### config.mk
export PLATFORM = sky130hd
export DESIGN_NAME = fetch_unit
export DESIGN_NICKNAME = d
export VERILOG_FILES = /design/src/rtl/fetch_unit.sv
export SDC_FILE = /design/constraint.sdc
export NUM_CORES = 1
export LEC_CHECK = 0
export ABC_AREA = 0
export BUFFER_PORTS_ARGS = -buffer_cell sky130_fd_sc_hd__buf_2
export CAP_MARGIN = 20
export CORE_MARGIN = 2
export CORE_UTILIZATION = 33
export DETAILED_ROUTE_END_ITERATION = 16
export PLACE_DENSITY = 0.53
export SYNTH_ARGS = -nofsm -noshare
export SYNTH_HDL_FRONTEND = slang
export SYNTH_SLANG_ARGS = --single-unit
### constraint.sdc
create_clock -name clk -period 2.1 [get_ports clk]
set_input_delay 0.105 -clock clk [delete_from_list [all_inputs] [get_ports clk]]
set_output_delay 0.105 -clock clk [all_outputs]
set_load 0.01 [all_outputs]
### src/rtl/fetch_unit.sv
// Instruction fetch stage: owns the PC, fetches words over a req/ack handshake and
// presents them to the instruction register. Define FETCH_MISALIGN_CHK_EN to trap misaligned redirects.
module fetch_unit #(
    parameter logic [31:0] RESET_PC = 32'h0000_0000,
    parameter logic [31:0] PC_INC   = 32'd4
) (
    input  logic        clk,
    input  logic        rst,
    input  logic        stall,
    input  logic        redirect,
    input  logic [31:0] redirect_pc,
    output logic        imem_req,
    output logic [31:0] imem_addr,
    input  logic        imem_ack,
    input  logic [31:0] imem_data,
    output logic [31:0] instr_out,
    output logic [31:0] addr_out,
    output logic        instr_valid,
    output logic        fault
);

`ifdef FETCH_MISALIGN_CHK_EN
    typedef enum logic [1:0] {BOOT, REQ, VALID, HALT} fetchState_t;
`else
    typedef enum logic [1:0] {BOOT, REQ, VALID} fetchState_t;
`endif

    fetchState_t state, stateNext;
    logic [31:0] pc, pcNext;
    logic [31:0] pendPc, pendPcNext;
    logic        squash, squashNext;
    logic        imemReq, reqNext;
    logic [31:0] instrReg, instrNext;
    logic [31:0] addrReg, addrNext;
    logic        validReg, validNext;
    logic [31:0] targetPc;
    logic        ackSeen;

`ifdef FETCH_MISALIGN_CHK_EN
    logic faultReg, faultNext;
    logic misaligned;
    assign targetPc   = redirect_pc;
    assign misaligned = |redirect_pc[1:0];
`else
    assign targetPc   = redirect_pc & ~32'd3;
`endif

    // An ack with no request on the bus is spurious and must not move the stream.
    assign ackSeen = imem_ack && imemReq;

    // NOTE: every next-value defaults to its current value first, so no branch
    // leaves a signal unassigned and no latch is inferred.
    always_comb begin
        stateNext  = state;
        pcNext     = pc;
        pendPcNext = pendPc;
        squashNext = squash;
        reqNext    = imemReq;
        instrNext  = instrReg;
        addrNext   = addrReg;
        validNext  = validReg;
`ifdef FETCH_MISALIGN_CHK_EN
        faultNext  = faultReg;
`endif
        case (state)
            BOOT: begin
                stateNext = REQ;
                reqNext   = 1'b1;
                if (redirect) pcNext = targetPc;
            end
            REQ: begin
                if (redirect) begin
                    if (ackSeen) begin
                        pcNext     = targetPc;
                        squashNext = 1'b0;
                    end else if (imemReq) begin
                        // The handshake in flight must complete; remember where to go afterwards.
                        pendPcNext = targetPc;
                        squashNext = 1'b1;
                    end else begin
                        pcNext  = targetPc;
                        reqNext = 1'b1;
                    end
                end else if (ackSeen) begin
                    if (squash) begin
                        pcNext     = pendPc;
                        squashNext = 1'b0;
                    end else begin
                        instrNext = imem_data;
                        addrNext  = pc;
                        pcNext    = pc + PC_INC;
                        validNext = 1'b1;
                        reqNext   = 1'b0;
                        stateNext = VALID;
                    end
                end
            end
            VALID: begin
                if (redirect) begin
                    pcNext    = targetPc;
                    validNext = 1'b0;
                    reqNext   = 1'b1;
                    stateNext = REQ;
                end else if (!stall) begin
                    validNext = 1'b0;
                    reqNext   = 1'b1;
                    stateNext = REQ;
                end
            end
`ifdef FETCH_MISALIGN_CHK_EN
            HALT: begin
                reqNext   = 1'b0;
                validNext = 1'b0;
            end
`endif
            default: stateNext = BOOT;
        endcase

`ifdef FETCH_MISALIGN_CHK_EN
        // A misaligned target halts the stream wherever it is sampled, even under squash.
        if (state != HALT && redirect && misaligned) begin
            stateNext  = HALT;
            reqNext    = 1'b0;
            validNext  = 1'b0;
            squashNext = 1'b0;
            faultNext  = 1'b1;
        end
`endif
    end

    // NOTE: sequential state uses non-blocking assignments so every flop samples
    // the pre-edge values produced by the combinational block.
    always_ff @(posedge clk or negedge rst) begin
        if (!rst) begin
            state    <= BOOT;
            pc       <= RESET_PC;
            pendPc   <= 32'h0;
            squash   <= 1'b0;
            imemReq  <= 1'b0;
            instrReg <= 32'h0;
            addrReg  <= 32'h0;
            validReg <= 1'b0;
        end else begin
            state    <= stateNext;
            pc       <= pcNext;
            pendPc   <= pendPcNext;
            squash   <= squashNext;
            imemReq  <= reqNext;
            instrReg <= instrNext;
            addrReg  <= addrNext;
            validReg <= validNext;
        end
    end

`ifdef FETCH_MISALIGN_CHK_EN
    always_ff @(posedge clk or negedge rst) begin
        if (!rst) faultReg <= 1'b0;
        else      faultReg <= faultNext;
    end
    assign fault = faultReg;
`else
    assign fault = 1'b0;
`endif

    // The PC only moves when no request is outstanding, so it doubles as the bus address.
    assign imem_req    = imemReq;
    assign imem_addr   = pc;
    assign instr_out   = instrReg;
    assign addr_out    = addrReg;
    assign instr_valid = validReg;

endmodule

---- Yosys cells after proc, flatten, opt, wreduce, memory -nomap -nowiden ----
Index checks and enable logic that the tools add are counted.
operators by class
  add/subtract/negate cells ............... 1
  equal/unequal tests ..................... 11
  muxes and demuxes ....................... 30
  bitwise gates (word level) .............. 3
  reduce and logical (&&, ||, !) cells .... 15
operator list
  cell                     number
  $mux W32                 6
  $pmux W32 S2             1
  $add A32 B3 Y32 const B  1
  $reduce_and A4 Y1        4
  $mux W1                  15
  $ne A3 B3 Y1 const B     5
  $mux W2                  5
  $reduce_and A5 Y1        2
  $reduce_bool A2 Y1       4
  $ne A2 B2 Y1 const B     3
  $pmux W2 S3              1
  $not A1 Y1               3
  $pmux W1 S3              1
  $reduce_and A3 Y1        1
  $reduce_bool A3 Y1       1
  $eq A2 B1 Y1 const B     1
  $eq A2 B2 Y1 const B     1
  $logic_not A2 Y1         1
  $ne A2 B1 Y1 const B     1
  $pmux W1 S2              1
  $reduce_or A2 Y1         1
  $logic_and A1 B1 Y1      1
word-level totals
  register bits ........................... 131
  input port bits ......................... 69
  output and inout port bits .............. 99
  word-level logic and storage cells ...... 68

---- Logic depth before layout (Yosys ltp) ----
  depth in word-level cells ............... 5
  gate-level depth with buffers ........... 7

---- Worst setup path before layout ----
Ideal clock, no wire load.
  path kind ............................... register to register
  from .................................... register pc[10], in the netlist imem_addr[10]
  to ...................................... register pc[31], in the netlist imem_addr[31]
  setup time .............................. 0.131 ns
  arrival time ............................ 1.813 ns
  data required time ...................... 1.969 ns
  slack ................................... 0.156 ns
  cell stages (with the launch flop) ...... 7
  path buffers ............................ 1
  cell sequence ........................... dfrtp_1 > nand4_2 > or4_1 > buf_4 > nor4_2 > and3_1 > o211ai_1
on the way
  word-level cells in the longest chain between the ends .. 5
RTL lines
  item                    line  source
  from (decl)             29    logic [31:0] pc, pcNext;
  from (signal assigned)  145   pc <= pcNext;
  $add A32 B3 Y32         91    pcNext = pc + PC_INC;
  $mux W32                85    if (squash) begin
  $mux W32                84    end else if (ackSeen) begin
  $mux W32                72    if (redirect) begin
  $pmux W32 S2            65    case (state)
No other way between the ends. The select of a mux whose other input is x is not followed.
A chain may end at the register's enable or synchronous reset.

---- Worst setup path in the final report ----
  from .................................... register pc[7], in the netlist imem_addr[7]
  to ...................................... register pc[22], in the netlist imem_addr[22]
The elaborated chain is that of the path after synthesis.

==> flow_metrics.tcl <==
set metrics [dict create \
    die_x_um 139 \
    synth_largest_area_cell "dfrtp_1" \
    die-area_um2 19400 \
    grt-ovfl-total 0 \
    combinationalPowerShare_pct 41.5 \
    initial_core_util_pct 33.6 \
    drc_errors 0 \
    synth_area_leaders "dfrtp_1, mux2_2, mux2_1" \
    rsz0062_at_grt "no" \
    ant_nets 0 \
    synth_edf_count 0 \
    drt_pre_antenna_iters 4 \
    power.leakage_nw 3.95 \
    vias 5230 \
    status "completed" \
    area_delta_synth_final_pct 43.4 \
    hold_class "in -> reg" \
    path_cells "nand3_1 -> or4_1 -> buf_4 -> nor4_4 -> o31ai_1 -> a22o_1" \
    ys_ff_latch 127 \
    p_sw_mw 4.73 \
    fin_skew_ps 11.1 \
    grt_pass1_wl_um 28800 \
    grt_max_degree 59 \
    h-tree-depth 4 \
    core-area_um2 18000 \
    cts.sinks 127 \
    period_needed_ps 1990 \
    tightest_slew_ps 546 \
    post_drt_via_cell_ratio 5.10 \
    syn_avg_cell_area_um2 11.4 \
    power_density_nw_per_um2 1490 \
    path_clk_slew_ps 60 \
    yosysSeqAreaShare_pct 52.7 \
    wl_per_cell_um 17.3 \
    cts_buffers 17 \
    worstSetupPathType "reg -> reg" \
    antennaDiodeCount 0 \
    ir_drop_mv 0.695 \
    fmax_mhz 503 \
    synth.cell_area_um2 6040 \
    maxSlewViolCount 0 \
    syn_inst 530 \
    placed_cells 930 \
    crit_path_end_kind "flop" \
    maxCapViolCount 0 \
    max_stage_delay_ps 540 \
    slew_headroom_pct 63.6 \
    place_ws_ps 49.3 \
    sw_frac_of_total_pct 36.6 \
    die_h_um 139 \
    cts_tree "built" \
    grt_pass1_vias 5375 \
    fin_cells 1025 \
    grtUsageTotal_pct 18.8 \
    ios 168 \
    clockBufferDepth 2 \
    wirelength_um 17700 \
    synth_top_flop_cell "dfrtp_1" \
    root_buffer "clkbuf_16" \
    fin_crit_sh_pct 94.6 \
    final_core_utilization_pct 48.2 \
    clock_latency_ps 420 \
    critPathRequiredTime_ps 2400 \
    synth_async_sr_flop_share_pct 100 \
    dp_hpwl_um 12200 \
    synth-warning-count 0 \
    p_clk_share_pct 24.0 \
    p_int_mw 8.19 \
    io_buffers 160 \
    cp_slowest_cell "or4_1" \
    yosys.cell_types.count 60 \
    cp_max_fo 9 \
    rows 49 \
    setup_viol 0 \
    arrival_ps 2280 \
    synth_top_area_share_pct 52.7 \
    antenna_found_initial 0 \
    start_kind "flop" \
    setup_slack_ps 112 \
    nets 853 \
    drive_gt1_share_pct 39.2 \
    finalHoldViolCount 0 \
    setup_tns_ps 0 \
    drt_iter0_drc 281 \
    pwr-share-seq_pct 34.5 \
    post_cts_buffers 0 \
    gp_congestion 0.853 \
]
synthesized netlist by cell type (all sizes together), types with 2 or more instances:
master	n
a22oi	3
nor4	10
a221oi	4
xnor2	7
and4	4
dfrtp	127
and3	3
nor2b	3
a22o	4
a222oi	2
a31o	2
nand4	8
nor4b	2
mux2	91
o31ai	2
nor3	9
nor2	25
inv	10
or3	4
buf	18
o21ai	40
nand2	35
a21oi	23
nand2b	3
o22ai	2
a31oi	6
xor2	4
o211ai	8
o21a	2
a41oi	2
nand3	18
clkbuf	22
o2bb2ai	4
or2	2
o31a	3
mux2i	4
kinds of logic after synthesis:
| kind of cell | share of synthesized area [%] |
|---|---|
| buffers and inverters | 3.61 |
| AOI/OAI and AO/OA | 12.2 |
| and+or+nand+nor | 12.1 |
| xor gates and xnor gates | 1.60 |
| adders and majority gates | 0.207 |
| other | 0.0621 |
| DFF | 52.7 |
| muxes | 17.6 |
path summary, 6_finish.rpt:
check	from	endpoint	slack [ps]	cells after the start
worst max-delay path	imem_addr[7]	imem_addr[22]	110	6
worst min register to register	instr_out[10]	instr_out[10]	480	1
min in group asynchronous	rst	addr_out[14]	240	2
worst min-delay path	imem_ack	state[0]	30	3
max in group asynchronous	rst	imem_addr[29]	1110	3
worst max register to register	imem_addr[7]	imem_addr[22]	110	6
cell type report:
cell class,count,area (um^2)
flip-flops and latches,127,3180
clock buffers,18,439
well taps,229,287
multi-input cells,357,2700
inverters,10,37.5
repair buffers,270,1830
fillers,1654,9310
clock inverters,14,189
power by group through the flow:
stage                     Combinational (mW)  Sequential, mW  Clock, mW
after floorplan                         2.57            4.85          0
after global placement                  5.20            4.42          0
after detailed placement                5.30            4.49          0
after CTS                               5.41            4.46       3.19
after global routing                    5.86            4.64       3.32
final                                   5.36            4.46       3.10
layer usage:
layer / GRT usage (%) / wire [um] / vias to the layer above
met2: 32.1 / 8710 / 161
met1: 24.2 / 7940 / 2606
met4: 5.37 / 232 / 0
met3: 3.79 / 809 / 18
met5: 0 / 0 / -
li1: - / - / 2445
flip-flops by register name (all words and copies together), names as in the netlist:
name / flops
instr_valid: 1
squash: 1
imem_req: 1
imem_addr: 30
pendPc: 30
instr_out: 32
state: 2
addr_out: 30
cells in the final DEF, fill, tap and decap left out, types with 3 or more instances in the layout:
| cell | instances |
|---|---|
| clkinv_2 | 4 |
| and3_1 | 3 |
| o21ai_1 | 10 |
| buf_2 | 159 |
| o21ai_0 | 29 |
| clkbuf_16 | 17 |
| buf_4 | 44 |
| o2bb2ai_1 | 4 |
| a22o_1 | 4 |
| clkinvlp_4 | 3 |
| a21oi_1 | 23 |
| dfrtp_1 | 127 |
| inv_1 | 9 |
| nor3_1 | 8 |
| nand3_1 | 18 |
| o31a_1 | 3 |
| nand4_1 | 7 |
| and4_1 | 4 |
| mux2_2 | 56 |
| mux2_1 | 35 |
| buf_12 | 3 |
| dlygate4sd3_1 | 63 |
| nor4_4 | 5 |
| xnor2_1 | 7 |
| nand2_1 | 35 |
| a31oi_1 | 6 |
| xor2_1 | 4 |
| nor2b_1 | 3 |
| nand2b_1 | 3 |
| bufinv_16 | 4 |
| or3_1 | 4 |
| a22oi_1 | 3 |
| a221oi_1 | 4 |
| nor2_1 | 23 |
| o211ai_1 | 8 |
| mux2i_1 | 4 |
| conb_1 | 5 |
| nor4_2 | 3 |
through the flow:
stage	total power, mW	hold slack [ps]	instance area [um^2]
after global placement	9.62	109	7370
final	12.9	28.0	8650
after detailed placement	9.79	121	7370
after CTS	13.1	14.9	8630
after global routing	13.8	29.3	8650
after floorplan	7.42	-191	6050
worst max-delay path: cells and delay by family, from the launching register on:
family / cells / cell delay (ps)
simple gates: 3 / 990
buf+inv: 1 / 220
compound gates: 2 / 290
flops: 1 / 360
repair_timing:
| item | in CTS | in global routing |
|---|---|---|
| hold buffers | 63 | 0 |
| endpoints found under the hold margin | 120 | 0 |
| setup endpoints to repair | 0 | 4 |
| resized for setup | 0 | 3 |
No activity file was read; power rests on OpenSTA's default activity.
